$ cat src/rtl/pdetect_pkg.sv
// Shared helpers for the multi-pattern stream monitor: fill-counter sizing,
// flat-vector slice indexing and a saturating increment.
package pdetect_pkg;

  // Bits needed to hold a fill count of 0..pat_len inclusive.
  function automatic int fill_w(input int pat_len);
    return (pat_len < 1) ? 1 : $clog2(pat_len + 1);
  endfunction

  // Low bit of slice idx in a flat vector of slice_w-wide slices.
  function automatic int slice_lo(input int idx, input int slice_w);
    return idx * slice_w;
  endfunction

  // High bit of slice idx in a flat vector of slice_w-wide slices.
  function automatic int slice_hi(input int idx, input int slice_w);
    return (idx + 1) * slice_w - 1;
  endfunction

  // Increment that sticks at 2^width-1 instead of wrapping (width <= 64).
  function automatic logic [63:0] sat_inc(input logic [63:0] val, input int width);
    logic [63:0] max_v;
    max_v = (width >= 64) ? {64{1'b1}} : ((64'd1 << width) - 64'd1);
    return (val >= max_v) ? max_v : val + 64'd1;
  endfunction

endpackage

$ cat src/rtl/pdetect_matcher.sv
// One masked-pattern comparator: combinational match on the current window,
// plus the registered detect flag and saturating match counter it owns.
module pdetect_matcher
  import pdetect_pkg::*;
#(
  parameter int WIN_W = 32,
  parameter int CNT_W = 16
) (
  input  logic             i_clk,
  input  logic             i_rst_n,
  input  logic [WIN_W-1:0] i_window,
  input  logic [WIN_W-1:0] i_pattern,
  input  logic [WIN_W-1:0] i_mask,
  input  logic             i_win_valid,
  input  logic             i_accept,
  input  logic             i_clear,
  output logic             o_match,
  output logic             o_detected,
  output logic [CNT_W-1:0] o_cnt
);

  logic             det_d, det_q;
  logic [CNT_W-1:0] cnt_d, cnt_q;

  assign o_match = i_win_valid & (((i_window ^ i_pattern) & i_mask) == '0);

  // Flag follows the latest accepted beat; counter bumps on each matching accept.
  always_comb begin
    det_d = det_q;
    cnt_d = cnt_q;
    if (i_clear) begin
      det_d = 1'b0;
      cnt_d = '0;
    end else if (i_accept) begin
      det_d = o_match;
      if (o_match) cnt_d = CNT_W'(sat_inc(64'(cnt_q), CNT_W));
    end
  end

  // State registers.
  always_ff @(posedge i_clk or negedge i_rst_n) begin
    if (!i_rst_n) begin
      det_q <= 1'b0;
      cnt_q <= '0;
    end else begin
      det_q <= det_d;
      cnt_q <= cnt_d;
    end
  end

  assign o_detected = det_q;
  assign o_cnt      = cnt_q;

endmodule

$ cat src/rtl/pdetect_stream_mon_multi.sv
// Inline valid/ready register slice that also matches the last PAT_LEN
// accepted beats against NUM_PAT masked patterns.
// Optional feature: define PDETECT_FRAME_EN to add i_m_last/o_s_last and
// restart the history after every frame-ending beat.
module pdetect_stream_mon_multi
  import pdetect_pkg::*;
#(
  parameter int DATA_W  = 8,
  parameter int PAT_LEN = 4,
  parameter int NUM_PAT = 2,
  parameter logic [NUM_PAT*PAT_LEN*DATA_W-1:0] PATTERNS = '0,
  parameter logic [NUM_PAT*PAT_LEN*DATA_W-1:0] MASKS    = '1,
  parameter int CNT_W   = 16
) (
  input  logic                     i_clk,
  input  logic                     i_rst_n,
  input  logic [DATA_W-1:0]        i_m_data,
  input  logic                     i_m_valid,
  output logic                     o_m_ready,
`ifdef PDETECT_FRAME_EN
  input  logic                     i_m_last,
  output logic                     o_s_last,
`endif
  output logic [DATA_W-1:0]        o_s_data,
  output logic                     o_s_valid,
  input  logic                     i_s_ready,
  input  logic                     i_clear,
  output logic [NUM_PAT-1:0]       o_detected,
  output logic                     o_hit,
  output logic [NUM_PAT*CNT_W-1:0] o_match_cnt
);

  localparam int WIN_W = PAT_LEN * DATA_W;
  localparam int FW    = fill_w(PAT_LEN);

  logic              accept;
  logic              win_valid;
  logic [WIN_W-1:0]  window;
  logic [NUM_PAT-1:0] match;

  logic [DATA_W-1:0] s_data_d, s_data_q;
  logic              s_valid_d, s_valid_q;
  logic [WIN_W-1:0]  hist_d, hist_q;
  logic [FW-1:0]     fill_d, fill_q;
  logic              hit_d, hit_q;
`ifdef PDETECT_FRAME_EN
  logic              s_last_d, s_last_q;
`endif

  // Handshake, window assembly (oldest beat in the MSBs) and fill tracking.
  always_comb begin
    o_m_ready = i_rst_n & (~s_valid_q | i_s_ready);
    accept    = i_m_valid & o_m_ready;
    window    = (hist_q << DATA_W) | WIN_W'(i_m_data);
    win_valid = (int'(fill_q) >= PAT_LEN - 1);

    s_data_d  = s_data_q;
    s_valid_d = s_valid_q;
    hist_d    = hist_q;
    fill_d    = fill_q;
    hit_d     = 1'b0;
`ifdef PDETECT_FRAME_EN
    s_last_d  = s_last_q;
`endif

    // Data path ignores i_clear so a cleared beat is still forwarded.
    if (accept) begin
      s_data_d  = i_m_data;
      s_valid_d = 1'b1;
`ifdef PDETECT_FRAME_EN
      s_last_d  = i_m_last;
`endif
    end else if (i_s_ready) begin
      s_valid_d = 1'b0;
    end

    if (i_clear) begin
      fill_d = '0;
    end else if (accept) begin
      hist_d = window;
      hit_d  = |match;
      fill_d = (int'(fill_q) >= PAT_LEN) ? fill_q : fill_q + FW'(1);
`ifdef PDETECT_FRAME_EN
      if (i_m_last) fill_d = '0;
`endif
    end
  end

  // Slice, history and strobe registers.
  always_ff @(posedge i_clk or negedge i_rst_n) begin
    if (!i_rst_n) begin
      s_data_q  <= '0;
      s_valid_q <= 1'b0;
      hist_q    <= '0;
      fill_q    <= '0;
      hit_q     <= 1'b0;
`ifdef PDETECT_FRAME_EN
      s_last_q  <= 1'b0;
`endif
    end else begin
      s_data_q  <= s_data_d;
      s_valid_q <= s_valid_d;
      hist_q    <= hist_d;
      fill_q    <= fill_d;
      hit_q     <= hit_d;
`ifdef PDETECT_FRAME_EN
      s_last_q  <= s_last_d;
`endif
    end
  end

  for (genvar p = 0; p < NUM_PAT; p++) begin : g_pat
    localparam int PLO = slice_lo(p, WIN_W);
    localparam int CLO = slice_lo(p, CNT_W);
    logic [CNT_W-1:0] cnt;

    pdetect_matcher #(
      .WIN_W (WIN_W),
      .CNT_W (CNT_W)
    ) u_matcher (
      .i_clk       (i_clk),
      .i_rst_n     (i_rst_n),
      .i_window    (window),
      .i_pattern   (PATTERNS[PLO +: WIN_W]),
      .i_mask      (MASKS[PLO +: WIN_W]),
      .i_win_valid (win_valid),
      .i_accept    (accept),
      .i_clear     (i_clear),
      .o_match     (match[p]),
      .o_detected  (o_detected[p]),
      .o_cnt       (cnt)
    );

    assign o_match_cnt[CLO +: CNT_W] = cnt;
  end

  assign o_s_data  = s_data_q;
  assign o_s_valid = s_valid_q;
  assign o_hit     = hit_q;
`ifdef PDETECT_FRAME_EN
  assign o_s_last  = s_last_q;
`endif

endmodule

$ cat config.mk
export PLATFORM = sky130hd
export DESIGN_NAME = pdetect_stream_mon_multi
export DESIGN_NICKNAME = d
export VERILOG_FILES = /design/src/rtl/pdetect_pkg.sv /design/src/rtl/pdetect_matcher.sv /design/src/rtl/pdetect_stream_mon_multi.sv
export SDC_FILE = /design/constraint.sdc
export NUM_CORES = 1
export LEC_CHECK = 0
export ABC_AREA = 1
export BUFFER_PORTS_ARGS = -buffer_cell sky130_fd_sc_hd__buf_2
export CORE_ASPECT_RATIO = 1.1
export CORE_MARGIN = 2
export CORE_UTILIZATION = 40
export DETAILED_ROUTE_END_ITERATION = 7
export GPL_TIMING_DRIVEN = 0
export HOLD_SLACK_MARGIN = 0.08
export PLACE_DENSITY_LB_ADDON = 0.2
export SLEW_MARGIN = 40
export SYNTH_ARGS = -nofsm -noshare
export SYNTH_HDL_FRONTEND = slang
export SYNTH_SLANG_ARGS = --single-unit
export TNS_END_PERCENT = 20
$ cat constraint.sdc
create_clock -name i_clk -period 4.25 [get_ports i_clk]
set_clock_uncertainty 0.2 [all_clocks]
set_input_delay 0.6375 -clock i_clk [delete_from_list [all_inputs] [get_ports i_clk]]
set_output_delay 0.6375 -clock i_clk [all_outputs]
set_load 0.01 [all_outputs]
# Word-level counts from Yosys, hierarchy flattened
# Index checks and enable logic that the tools add are counted.
# totals
regBits	70
out_inout_bits	45
# op_classes
eq_ne	1
n_addsub	3
n_reduce_logical	7
order_cmp	4
n_mux	17
n_bitwise	7
# op_table
operator	count
16-bit 2-to-1 mux	8
16-bit by 1-bit adder with 16-bit output, second input constant	2
16-bit greater-or-equal comparator, second input constant	2
32-bit zero test	1
32-bit by 8-bit OR with 32-bit output	1
3-bit 2-to-1 mux	3
1-bit 2-to-1 mux	6
2-bit AND reduction	3
2-bit nonzero test	3
3-bit by 1-bit adder with 3-bit output, second input constant	1
1-bit AND	3
3-bit by 2-bit greater-or-equal comparator with 1-bit output, second input constant	1
3-bit greater-or-equal comparator, second input constant	1
2-bit != test, second input constant	1
1-bit inverter	2
1-bit OR	1

# Depth between registers and ports, before layout
# logic_depth
word_depth	6
depth_mapped	10

# Cells and area by module
# Synthesis repeated with hierarchy kept, for this count alone.
# hier_totals
hier_cells	871
area_unflattened_um2	5904.4
# by_module_without_submodules
mod	cells_each	instances	area_per_inst_um2
pdetect_matcher	355	2	2174.6
pdetect_stream_mon_multi	161	1	1555.2

# Worst setup path after synthesis
# Ideal clock, no wire load.
# synth_path
kind	input port to flip-flop
start	input port i_s_ready
end	register g_pat[1].u_matcher.cnt_q[12]
arrival_time_ps	1423
path_stages	10
setup_time_ps	117
n_path_buf	1
setup_slack_ps	2510
required_time_ps	3933
cell_sequence	inv_1 nand2_2 nand3_2 nor2_1 inv_1 nor2_1 nand2_2 buf_2 nand3_1 nand2_1
# synth_between
elab_chain_len	5
# synth_lines
item	line	rtl
start: declaration	pdetect_stream_mon_multi.sv:26	input logic i_s_ready,
1-bit OR	pdetect_stream_mon_multi.sv:52	o_m_ready = i_rst_n & (~s_valid_q | i_s_ready);
1-bit AND	pdetect_stream_mon_multi.sv:52	
1-bit AND	pdetect_stream_mon_multi.sv:53	accept = i_m_valid & o_m_ready;
2-bit nonzero test (no line)	-	
2-bit AND reduction (no line)	-	
end signal: assignment	pdetect_matcher.sv:47	cnt_q <= cnt_d;
end: declaration	pdetect_matcher.sv:23	logic [CNT_W-1:0] cnt_d, cnt_q;
# Every way passes these cells.
# A chain may end at the register's enable or synchronous reset.

# Final worst setup path
# layout_path
start	input port i_rst_n
end	output port o_m_ready
# layout_between
elab_chain_len	1
# layout_lines
item	line	rtl
start: declaration	pdetect_stream_mon_multi.sv:16	input logic i_rst_n,
1-bit AND	pdetect_stream_mon_multi.sv:52	
end: declaration	pdetect_stream_mon_multi.sv:19	output logic o_m_ready,
# Every way passes these cells.

==> metrics.md <==
| Metric | Value |
|---|---|
| RSZ-0062 raised after global routing | `no` |
| Post-DRT Antenna Nets | `0` |
| Yosys top cell by area | `dfrtp_1` |
| Clock transition at path regs | `70 ps` |
| Worst R2R Setup Slack | `2340 ps` |
| Switching Power | `0.0004067 W` |
| Cell row count | `37` |
| GPL Wtd Cong | `0.8955` |
| P_int | `0.001155 W` |
| CP Capture Type | `output pin` |
| Met3 Use GR | `0.02662` |
| TritonRoute pass-1 iters | `4` |
| DR iter-0 viols | `167` |
| I/O Buffers | `57` |
| Netlist cell types | `24` |
| R2r startpoint | `fill_q[0]` |
| Die Y-Extent | `107.4 um` |
| Avg Inst Size Synth | `7.379 um2` |
| # IOs | `58` |
| FF-to-FF path depth | `10` |
| Met2 usage | `0.3337` |
| Worst slew margin | `0.6945` |
| Syn Inst Count | `527` |
| Synth top area cells | `dfrtp_1, nand2_1, nand3_1, nor2_1, inv_1` |
| Post-CTS sizing | `0` |
| Vias in the first global route | `3,474` |
| Power Density | `340.5 nW/um2` |
| Min setup slack post-route | `1398 ps` |
| Max FO, Critical Path | `46` |
| Final Max Tran Viols | `0` |
| Largest net degree at the start of global routing | `47` |
| Clock Tree Root | `clkbuf_8` |
| GRT Residual Overflow | `0` |
| Crit Path Category | `primary input to output pin` |
| Status | `finished, final reports clean` |
| Drt total wl | `9.714 mm` |
| TritonCTS Buffers | `9` |
| Place WS | `1749 ps` |
| Sequential area share after synthesis | `0.4505` |
| Clock power share | `0.394` |
| Share of the synthesized area in the top cell type | `0.4505` |
| Fillers | `973` |
| Finish-stage setup viols | `0` |
| Critical Path RT | `3410 ps` |
| Worst slew pin tran | `458.2 ps` |
| CTS tree | `built` |
| CP startpoint | `i_rst_n` |
| Storage cell area | `1752 um2` |
| Area of the multi-input gates | `1823 um2` |
| Sequential Power Share | `0.498` |
| Max VDD drop | `0.0002149 V` |
| Antenna cells | `0` |
| Wire length per cell | `13.53 um` |
| Synth Cell Area | `3889 um2` |
| Via/cell ratio | `5.074` |
| CTS hold repair buffers | `1` |
| CTS sink count | `70` |
| Share of cells above drive strength 1 | `0.1897` |
| Worst-Skew Late Latency | `360 ps` |
| Seq cells post-synth | `70` |
| First-pass GRT wire length | `16.86 mm` |
| Hold WC Path Type | `flop to flop` |
| Final hold slack | `273.4 ps` |
| Max Root-Sink Buffers | `2` |
| Crit Reg-Reg Endpoint | `g_pat[1].u_matcher.o_cnt[2]` |
| Combinational share of power | `0.109` |
| Gr busiest metal | `met2` |
| Area grow syn2layout | `17.92%` |
| Max-capacitance violation count | `0` |
| Crit path launch type | `primary input` |
| Initial Util | `0.4138` |
| Layout Nets | `614` |
| Fin crit share | `0.6711` |
| Worst EP arrival | `2010 ps` |
| Setup TNS | `0 ps` |
| Synth warnings | `0` |
| Met1 usage | `0.2583` |
| Sw Ratio | `0.2605` |
| Post-CTS setup buffers | `0` |
| Post-DP HPWL | `7.045 mm` |
| Core Box Area | `9398 um2` |
| Final worst path period need | `2852 ps` |
| DR vias | `3,643` |
| H-tree lvl count | `3` |
| DRC | `0` |
| Max Freq | `350.6 MHz` |
| Syn Nets | `544` |
| Die Span X | `98.01 um` |
| Lkg Pwr | `2.457 nW` |
| Final hold viol count | `0` |
| Worst setup endpoint | `o_m_ready` |
| Die ar. | `10,530 um2` |
| Antenna violations before repair | `0` |
| Global Route Usage Sum | `0.1986` |
routing by layer:
layer	wire, um	share of wire
met1	4434	0.46
met2	4773	0.49
met3	381	0.039
met4	125	0.013
met5	0	0
worst min path at each step:
stage | startpoint | to | slack [ps] | depth (start not counted)
floorplan | i_rst_n | fill_q[0] | 140 | 0
global placement | hist_q[19] | hist_q[19] | 260 | 2
CTS | hist_q[16] | hist_q[16] | 280 | 2
detailed placement | hist_q[16] | hist_q[16] | 260 | 2
finish | hist_q[16] | hist_q[16] | 270 | 2
global route | hist_q[21] | hist_q[21] | 310 | 2
cells by family after synthesis:
family / after synthesis / synth area share
buffers and inverters: 69 / 0.08076
adders and majority gates: 4 / 0.01287
and+or+nand+nor: 342 / 0.3922
AOI/OAI and AO/OA: 33 / 0.04344
xor gates and xnor gates: 9 / 0.02027
DFF: 70 / 0.4505
Yosys cell counts, drive strengths merged:
| library cell | instances |
|---|---|
| and2 | 1 |
| buf | 20 |
| clkbuf | 4 |
| dfrtp | 70 |
| ha | 4 |
| inv | 45 |
| nand2 | 169 |
| nand3 | 103 |
| nand3b | 4 |
| nand4 | 11 |
| nor2 | 54 |
| o21a | 1 |
| o21ai | 31 |
| o22ai | 1 |
| xnor2 | 5 |
| xor2 | 4 |
registers in the layout, indices dropped and copies added (netlist names):
name                        cells
g_pat.u_matcher.o_cnt          32
o_hit                           1
hist_q                         24
o_s_valid                       1
o_s_data                        8
fill_q                          3
g_pat.u_matcher.o_detected      1
critical path, stage by stage:
cell and delay (ps):
dlygate4sd3_1 540, buf_6 270, buf_16 270, and2_1 150
buf_2 120
power groups by stage:
stage	Clock (W)	Combinational, W	Sequential [W]
6_report	0.000615	0.000169	0.000777
3_5_place_dp	0	0.000173	0.000790
2_1_floorplan	0	0.000101	0.000786
3_3_place_gp	0	0.000164	0.000788
4_1_cts	0.000630	0.000174	0.000778
5_1_grt	0.000659	0.000196	0.000787
area by class of cell:
cell class	count	area share
Clock buffer	11	0.03301
Timing Repair Buffer	59	0.07176
Tap cell	117	0.03192
Multi-Input combinational cell	388	0.3975
Inverter	45	0.03683
Buffer	24	0.03165
Sequential cell	70	0.3820
Clock inverter	4	0.01528
cells in the final DEF, fill, tap and decap left out, drive strengths merged:
cell           n
dfrtp         70
o21a           1
bufinv         2
buf           78
dlygate4sd3    1
xnor2          5
o21ai         31
clkinv         2
inv           45
nand4         11
nor2          54
nand2        169
and2           1
xor2           4
nand3b         4
nand3        103
ha             4
clkbuf        15
o22ai          1
per-stage QoR:
step	power (W)	instance area [um2]	utilization	std cells
6_report	0.001561	4586	0.4880	718
5_1_grt	0.001642	4586	0.4880	718
4_1_cts	0.001582	4586	0.4880	718
3_5_place_dp	0.0009636	4354	0.4633	702
3_3_place_gp	0.0009516	4320	0.4597	701
2_1_floorplan	0.0008870	3889	-	527
Power figures use the tool's default switching activity.
